**src/rtl/alu_arbiter_pkg.sv**
```systemverilog
`default_nettype none
// ============================================================================
// Module   : alu_arbiter_pkg
// Brief    : Shared widths, opcodes, FSM states and helpers for alu_arbiter.
// Revision : 1.0
// ============================================================================
package alu_arbiter_pkg;

    localparam int ARB_WORD     = 8;
    localparam int ARB_OP_WIDTH = 3;
    localparam int ARB_NREQ     = 2;

    localparam logic [ARB_OP_WIDTH-1:0] OP_SUM = 3'd0;
    localparam logic [ARB_OP_WIDTH-1:0] OP_SUB = 3'd1;
    localparam logic [ARB_OP_WIDTH-1:0] OP_AND = 3'd2;
    localparam logic [ARB_OP_WIDTH-1:0] OP_OR  = 3'd3;
    localparam logic [ARB_OP_WIDTH-1:0] OP_XOR = 3'd4;

    typedef enum logic [1:0] {
        ARB_IDLE = 2'd0,
        ARB_EXEC = 2'd1,
        ARB_RESP = 2'd2
    } arb_state_t;

    function automatic logic [ARB_NREQ-1:0] grant_onehot(input logic i_idx);
        return i_idx ? 2'b10 : 2'b01;
    endfunction

endpackage
`default_nettype wire

```
**src/rtl/alu_arbiter_if.sv**
```systemverilog
`default_nettype none
// ============================================================================
// Module   : alu_arbiter_if
// Brief    : Request/response bundle between two requesters and alu_arbiter.
// Revision : 1.0
// ============================================================================
interface alu_arbiter_if
    import alu_arbiter_pkg::*;
#(
    parameter int WIDTH    = ARB_WORD,
    parameter int OP_WIDTH = ARB_OP_WIDTH,
    parameter int NREQ     = ARB_NREQ
) ();

    logic [NREQ-1:0]          i_req_valid;
    logic [NREQ-1:0]          o_req_ready;
    logic [NREQ*WIDTH-1:0]    i_req_a;
    logic [NREQ*WIDTH-1:0]    i_req_b;
    logic [NREQ*OP_WIDTH-1:0] i_req_op;
    logic [NREQ-1:0]          o_rsp_valid;
    logic [NREQ-1:0]          i_rsp_ready;
    logic [WIDTH-1:0]         o_rsp_result;
    logic                     o_rsp_zero;
    logic                     o_rsp_cf;
    logic                     o_busy;

    modport slave (
        input  i_req_valid, i_req_a, i_req_b, i_req_op, i_rsp_ready,
        output o_req_ready, o_rsp_valid, o_rsp_result, o_rsp_zero, o_rsp_cf, o_busy
    );

    modport master (
        output i_req_valid, i_req_a, i_req_b, i_req_op, i_rsp_ready,
        input  o_req_ready, o_rsp_valid, o_rsp_result, o_rsp_zero, o_rsp_cf, o_busy
    );

endinterface
`default_nettype wire

```
**src/rtl/alu_arbiter_alu.sv**
```systemverilog
`default_nettype none
// ============================================================================
// Module   : alu
// Brief    : Combinational ALU producing result, zero and carry/borrow flags.
// Revision : 1.0
// ============================================================================
module alu
    import alu_arbiter_pkg::*;
#(
    parameter int WIDTH    = ARB_WORD,
    parameter int OP_WIDTH = ARB_OP_WIDTH
) (
    input  logic [WIDTH-1:0]    i_a,
    input  logic [WIDTH-1:0]    i_b,
    input  logic [OP_WIDTH-1:0] i_op,
    output logic [WIDTH-1:0]    o_result,
    output logic                o_zero,
    output logic                o_cf
);

    logic [WIDTH:0] w_sum;
    logic [WIDTH:0] w_diff;

    assign w_sum  = {1'b0, i_a} + {1'b0, i_b};
    // Bit WIDTH of the extended difference is the borrow.
    assign w_diff = {1'b0, i_a} - {1'b0, i_b};

    always_comb begin
        o_result = i_a;
        o_cf     = 1'b0;
        case (i_op)
            OP_SUM:  {o_cf, o_result} = w_sum;
            OP_SUB:  {o_cf, o_result} = w_diff;
            OP_AND:  o_result = i_a & i_b;
            OP_OR:   o_result = i_a | i_b;
            OP_XOR:  o_result = i_a ^ i_b;
            default: o_result = i_a;
        endcase
    end

    assign o_zero = (o_result == '0);

endmodule
`default_nettype wire

```
**src/rtl/alu_arbiter.sv**
```systemverilog
`default_nettype none
// ============================================================================
// Module   : alu_arbiter
// Brief    : Shares one registered ALU between two valid/ready requesters.
//            Define ALU_ARB_RR_EN for round-robin; default is fixed priority.
// Revision : 1.0
// ============================================================================
module alu_arbiter
    import alu_arbiter_pkg::*;
#(
    parameter int WIDTH    = ARB_WORD,
    parameter int OP_WIDTH = ARB_OP_WIDTH,
    parameter int NREQ     = ARB_NREQ
) (
    input  logic          i_clk,
    input  logic          i_rst,
    alu_arbiter_if.slave  bus
);

    arb_state_t          r_state;
    arb_state_t          w_next;
    logic                r_grant;
    logic                r_last_grant;
    logic                w_winner;
    logic [WIDTH-1:0]    r_a;
    logic [WIDTH-1:0]    r_b;
    logic [OP_WIDTH-1:0] r_op;
    logic [WIDTH-1:0]    r_result;
    logic                r_zero;
    logic                r_cf;
    logic [WIDTH-1:0]    w_alu_result;
    logic                w_alu_zero;
    logic                w_alu_cf;
    logic [NREQ-1:0]     w_req_ready;
    logic [NREQ-1:0]     w_rsp_valid;
    logic                w_req_fire;
    logic                w_rsp_fire;
    logic                w_busy;

    // With no request pending the winner idles on last_grant; ready stays low anyway.
    always_comb begin
`ifdef ALU_ARB_RR_EN
        if (&bus.i_req_valid)
            w_winner = ~r_last_grant;
        else
            w_winner = ~bus.i_req_valid[0] & (bus.i_req_valid[1] | r_last_grant);
`else
        w_winner = ~bus.i_req_valid[0] & (bus.i_req_valid[1] | r_last_grant);
`endif
    end

    always_ff @(posedge i_clk) begin
        if (i_rst)
            r_state <= ARB_IDLE;
        else
            r_state <= w_next;
    end

    always_comb begin
        w_next      = r_state;
        w_req_ready = '0;
        w_rsp_valid = '0;
        w_req_fire  = 1'b0;
        w_rsp_fire  = 1'b0;
        w_busy      = 1'b1;
        case (r_state)
            ARB_IDLE: begin
                w_busy      = 1'b0;
                w_req_ready = bus.i_req_valid & grant_onehot(w_winner);
                w_req_fire  = |w_req_ready;
                if (w_req_fire)
                    w_next = ARB_EXEC;
            end
            ARB_EXEC: w_next = ARB_RESP;
            ARB_RESP: begin
                w_rsp_valid = grant_onehot(r_grant);
                w_rsp_fire  = |(bus.i_rsp_ready & w_rsp_valid);
                if (w_rsp_fire)
                    w_next = ARB_IDLE;
            end
            default: w_next = ARB_IDLE;
        endcase
    end

    always_ff @(posedge i_clk) begin
        if (i_rst) begin
            r_a          <= '0;
            r_b          <= '0;
            r_op         <= '0;
            r_grant      <= 1'b0;
            r_last_grant <= 1'b1;
            r_result     <= '0;
            r_zero       <= 1'b0;
            r_cf         <= 1'b0;
        end else begin
            if (w_req_fire) begin
                r_a     <= w_winner ? bus.i_req_a[WIDTH +: WIDTH]       : bus.i_req_a[0 +: WIDTH];
                r_b     <= w_winner ? bus.i_req_b[WIDTH +: WIDTH]       : bus.i_req_b[0 +: WIDTH];
                r_op    <= w_winner ? bus.i_req_op[OP_WIDTH +: OP_WIDTH] : bus.i_req_op[0 +: OP_WIDTH];
                r_grant <= w_winner;
            end
            if (r_state == ARB_EXEC) begin
                r_result <= w_alu_result;
                r_zero   <= w_alu_zero;
                r_cf     <= w_alu_cf;
            end
            if (w_rsp_fire)
                r_last_grant <= r_grant;
        end
    end

    alu #(
        .WIDTH    (WIDTH),
        .OP_WIDTH (OP_WIDTH)
    ) u_alu (
        .i_a      (r_a),
        .i_b      (r_b),
        .i_op     (r_op),
        .o_result (w_alu_result),
        .o_zero   (w_alu_zero),
        .o_cf     (w_alu_cf)
    );

    assign bus.o_req_ready  = w_req_ready;
    assign bus.o_rsp_valid  = w_rsp_valid;
    assign bus.o_rsp_result = r_result;
    assign bus.o_rsp_zero   = r_zero;
    assign bus.o_rsp_cf     = r_cf;
    assign bus.o_busy       = w_busy;

endmodule
`default_nettype wire

```
**src/flat_wrapper.sv**
```systemverilog
// flat-port wrapper written by rule: the top's interface ports become plain ports
module alu_arbiter_flat import alu_arbiter_pkg::*;
#(
    parameter int WIDTH    = ARB_WORD,
    parameter int OP_WIDTH = ARB_OP_WIDTH,
    parameter int NREQ     = ARB_NREQ
)
  (i_clk, i_rst, bus_i_req_valid, bus_i_req_a, bus_i_req_b, bus_i_req_op, bus_i_rsp_ready, bus_o_req_ready, bus_o_rsp_valid, bus_o_rsp_result, bus_o_rsp_zero, bus_o_rsp_cf, bus_o_busy);
  alu_arbiter_if #(.WIDTH(WIDTH), .OP_WIDTH(OP_WIDTH), .NREQ(NREQ)) bus_i ();
  input  logic i_clk;
  input  logic i_rst;
  input wire logic [$bits(bus_i.i_req_valid)-1:0] bus_i_req_valid;
  input wire logic [$bits(bus_i.i_req_a)-1:0] bus_i_req_a;
  input wire logic [$bits(bus_i.i_req_b)-1:0] bus_i_req_b;
  input wire logic [$bits(bus_i.i_req_op)-1:0] bus_i_req_op;
  input wire logic [$bits(bus_i.i_rsp_ready)-1:0] bus_i_rsp_ready;
  output wire logic [$bits(bus_i.o_req_ready)-1:0] bus_o_req_ready;
  output wire logic [$bits(bus_i.o_rsp_valid)-1:0] bus_o_rsp_valid;
  output wire logic [$bits(bus_i.o_rsp_result)-1:0] bus_o_rsp_result;
  output wire logic [$bits(bus_i.o_rsp_zero)-1:0] bus_o_rsp_zero;
  output wire logic [$bits(bus_i.o_rsp_cf)-1:0] bus_o_rsp_cf;
  output wire logic [$bits(bus_i.o_busy)-1:0] bus_o_busy;
  assign bus_i.i_req_valid = bus_i_req_valid;
  assign bus_i.i_req_a = bus_i_req_a;
  assign bus_i.i_req_b = bus_i_req_b;
  assign bus_i.i_req_op = bus_i_req_op;
  assign bus_i.i_rsp_ready = bus_i_rsp_ready;
  assign bus_o_req_ready = bus_i.o_req_ready;
  assign bus_o_rsp_valid = bus_i.o_rsp_valid;
  assign bus_o_rsp_result = bus_i.o_rsp_result;
  assign bus_o_rsp_zero = bus_i.o_rsp_zero;
  assign bus_o_rsp_cf = bus_i.o_rsp_cf;
  assign bus_o_busy = bus_i.o_busy;
  alu_arbiter #(.WIDTH(WIDTH), .OP_WIDTH(OP_WIDTH), .NREQ(NREQ)) u_core (.i_clk(i_clk), .i_rst(i_rst), .bus(bus_i));
endmodule
```
**config.mk**
```make
export PLATFORM = sky130hd
export DESIGN_NAME = alu_arbiter_flat
export DESIGN_NICKNAME = d
export VERILOG_FILES = /design/src/rtl/alu_arbiter_pkg.sv /design/src/rtl/alu_arbiter_if.sv /design/src/rtl/alu_arbiter_alu.sv /design/src/rtl/alu_arbiter.sv /design/src/flat_wrapper.sv
export SDC_FILE = /design/constraint.sdc
export NUM_CORES = 1
export LEC_CHECK = 0
export BUFFER_PORTS_ARGS = -buffer_cell sky130_fd_sc_hd__buf_2
export CELL_PAD_IN_SITES_DETAIL_PLACEMENT = 1
export CELL_PAD_IN_SITES_GLOBAL_PLACEMENT = 1
export CORE_MARGIN = 3
export CORE_UTILIZATION = 44
export DETAILED_ROUTE_END_ITERATION = 10
export PLACE_DENSITY = 0.94
export SLEW_MARGIN = 20
export SYNTH_ARGS = -nofsm -noshare
export SYNTH_HDL_FRONTEND = slang
export SYNTH_SLANG_ARGS = --single-unit
```
**constraint.sdc**
```tcl
create_clock -name i_clk -period 6.15 [get_ports i_clk]
set_input_delay 0.615 -clock i_clk [delete_from_list [all_inputs] [get_ports i_clk]]
set_output_delay 0.615 -clock i_clk [all_outputs]
set_load 0.02 [all_outputs]
```
==> flow_summary.json <==
{
  "syn_nets": 412,
  "clkSinkCount": 33,
  "synth_cells": 342,
  "fin_crit_sh_pct": 45.7,
  "hp-class": "register to register",
  "max_cap_viol_count": 0,
  "vias": 2888,
  "grt_pass1_wl_um": 14800,
  "r2r_setup_slack_ns": 3.34,
  "critPathMaxStageDelay_ns": 0.58,
  "die_x_um": 85.3,
  "wl_per_cell_um": 22.0,
  "synthToLayoutAreaGrowth_pct": 12.7,
  "dp_slack_ns": 3.44,
  "syn_avg_cell_area_um2": 8.08,
  "peakVddDrop_mv": 0.179,
  "synth_edf_count": 0,
  "grt_pass1_vias": 2971,
  "synth_warnings": 0,
  "insertion_delay_ns": 0.29,
  "stdcell_count": 459,
  "crit_required_ns": 6.37,
  "start_kind": "register",
  "fmax_mhz": 356,
  "critPathKind": "register to register",
  "rsz0062_at_grt": "false",
  "cp.arrival_ns": 3.03,
  "crit_top_cell": "o21ai_0",
  "hold_viol_final": 0,
  "run_status": "complete, no violations",
  "initial_core_util_pct": 46.1,
  "clockRootBuffer": "clkbuf_8",
  "design_area_um2": 3110,
  "grt_overflow_total": 0,
  "synth_top_flop_cell": "dfxtp_1",
  "fin_nets": 453,
  "tns_ns": 0,
  "cp_slowest_cell": "ha_1",
  "reg2reg_to": "u_core.bus.o_rsp_result[6]",
  "hold_buffers": 0,
  "worst-path-max-fanout": 11,
  "powerDensity_nw_per_um2": 269,
  "post-cts-setup-buffers": 0,
  "antenna_cells": 0,
  "cts_buffers": 5,
  "dp_cells": 451,
  "yosys_register_bits": 33,
  "min_from": "u_core.bus.o_rsp_result[4]",
  "whs_endpoint": "u_core.bus.o_rsp_result[4]",
  "synth_async_sr_flop_share_pct": 0,
  "syn_area_um2": 2760,
  "io_pins": 59,
  "cts_resized": 0,
  "seq_area_um2": 661,
  "max_slew.worst_pin.slew_ns": 0.965,
  "reg2regPathDepth": 9,
  "drt_wl_total_um": 10100,
  "firstDrtPassIters": 4,
  "multi_input_area_um2": 1880,
  "gp_congestion": 0.909,
  "placedInstanceArea_um2": 3020,
  "cts_buffer_depth": 2,
  "relSlewSlack_pct": 35.5,
  "fp.dieH_um": 85.3,
  "drive_above_1_share_pct": 21.6,
  "fillers": 737,
  "layout_setup_ws_ns": 3.34,
  "r2r_start": "u_core.r_a[4]",
  "dp_hpwl_um": 6460,
  "clk_pin_slew_worst_paths_ns": 0.08,
  "ys_types": 65,
  "yosysSeqAreaShare_pct": 23.9,
  "drc": 0,
  "first_iter_violations": 208,
  "min_period_ns": 2.81,
  "die-area_um2": 7270,
  "ant_nets": 0,
  "p_leak_uw": 0.00139,
  "via_per_inst": 6.29,
  "worstPathCellList": "inv_1, ha_1, o21ai_0, o21bai_1, o21ai_0, a221o_1, a221oi_2, nand2_1, a21oi_2",
  "ctsHtreeMaxLevel": 2,
  "core_area_um2": 5990,
  "grt_usage_pct": 25.3,
  "portBuffers": 58,
  "grt_max_degree": 39,
  "maxSlewViolCount": 0,
  "clock_skew_ns": 0.00853,
  "cts_tree": "yes",
  "finalSetupViolations": 0,
  "antenna_found_initial": 0,
  "whs_path_depth": 2,
  "cp-end-kind": "register",
  "rows": 28
}
==> metal layers <==
metal	GRT usage (%)	vias to the layer above	wire [µm]
met4	11.1	0	576
met3	4.08	49	620
li1	-	1305	-
met2	46.0	139	5080
met1	28.7	1395	3800
met5	0	-	0
==> cells in the final DEF (no fill, tap or decap), drive strengths merged, types with 2 or more instances in the layout <==
| master | instances |
|---|---|
| a31oi | 2 |
| a21o | 5 |
| clkinv | 2 |
| a221oi | 2 |
| o21ai | 12 |
| fa | 2 |
| inv | 23 |
| dfxtp | 33 |
| nand2 | 20 |
| and2 | 2 |
| clkbuf | 5 |
| nand2b | 3 |
| nand4 | 3 |
| a211o | 2 |
| o31ai | 3 |
| or2 | 3 |
| nor3b | 2 |
| or3 | 4 |
| nor3 | 11 |
| a21boi | 5 |
| o32ai | 3 |
| buf | 60 |
| a21oi | 18 |
| mux2i | 23 |
| nor2b | 6 |
| a211oi | 22 |
| o311ai | 2 |
| o22ai | 2 |
| nor2 | 40 |
| nor4 | 2 |
| o21bai | 6 |
| o21a | 7 |
| o211ai | 9 |
| ha | 24 |
==> worst max-delay path by stage <==
| stage | start | end | slack [ns] | cells past startpoint |
|---|---|---|---|---|
| floorplan | u_core.r_a[0] | u_core.bus.o_rsp_result[6] | 3.90 | 10 |
| global placement | u_core.r_a[4] | u_core.bus.o_rsp_result[6] | 3.52 | 9 |
| detailed placement | u_core.r_a[4] | u_core.bus.o_rsp_result[6] | 3.44 | 9 |
| CTS | u_core.r_a[4] | u_core.bus.o_rsp_result[6] | 3.41 | 9 |
| global route | u_core.r_a[4] | u_core.bus.o_rsp_result[6] | 3.18 | 9 |
| finish | u_core.r_a[4] | u_core.bus.o_rsp_result[6] | 3.34 | 9 |
==> power breakdown <==
part	leakage, µW	internal, µW	switching, µW	total [µW]
Clock	0.0000439	78.2	91.1	169
Sequential	0.000273	239	42.0	281
Combinational	0.00108	149	237	386
==> Yosys cell counts (all sizes together), types with 4 or more instances <==
master,number,share of area (%)
clkbuf,13,1.9
or3,4,1.1
dfxtp,33,24
ha,24,11
a21o,5,1.4
buf,13,3.4
nand2,20,2.7
nor3,11,2.2
a21oi,18,3.4
o211ai,9,2.4
nor2b,6,1.4
o21a,7,1.9
o21ai,12,2.2
a211oi,22,6.0
nor2,40,5.4
o21bai,6,1.8
a21boi,5,1.5
inv,23,3.1
mux2i,23,8.3
==> through the flow <==
| stage | total power [µW] | util (%) | hold WS [ns] |
|---|---|---|---|
| global route | 878 | 52.0 | 0.504 |
| detailed placement | 641 | 50.4 | 0.460 |
| CTS | 818 | 51.9 | 0.472 |
| global placement | 614 | 50.4 | 0.443 |
| finish | 837 | 52.0 | 0.474 |
| floorplan | 548 | - | 0.489 |
==> logic make-up (layout without fill, tap and decap cells) <==
kind of cell               count (synthesis)  after routing  synth area share, %
DFF                                       33             33                 23.9
buffers and inverters                     49             91                 8.51
muxes                                     23             23                 8.33
adders and majority gates                 26             26                 12.3
and+or+nand+nor                          102            102                 18.1
AOI/OAI and AO/OA                        107            107                 28.2
xor gates and xnor gates                   2              2                0.634
==> registers in the layout, summed over array words and instances, names as in the netlist <==
register / flops
u_core.bus.o_rsp_zero: 1
u_core.r_state: 2
u_core.r_b: 8
u_core.r_a: 8
u_core.r_last_grant: 1
u_core.bus.o_rsp_cf: 1
u_core.bus.o_rsp_result: 8
u_core.r_op: 3
u_core.r_grant: 1
==> cell type report <==
class                   count  share of cell area [%]
well taps                  75                    3.01
clock inverters             3                   0.562
flip-flops and latches     33                    21.2
clock buffers               5                    2.21
repair buffers             60                    9.80
multi-input cells         260                    60.4
inverters                  23                    2.77
==> critical path: cells and delay by family, from the launching register on <==
kind	cells	cell delay, ns
buffers and inverters	1	0.09
AND/OR/NAND/NOR	1	0.12
adder cells (fa/ha/maj)	1	0.58
flip-flops	1	0.40
AO/OA/AOI/OAI	6	1.55
No activity file was read; power rests on OpenSTA's default activity.
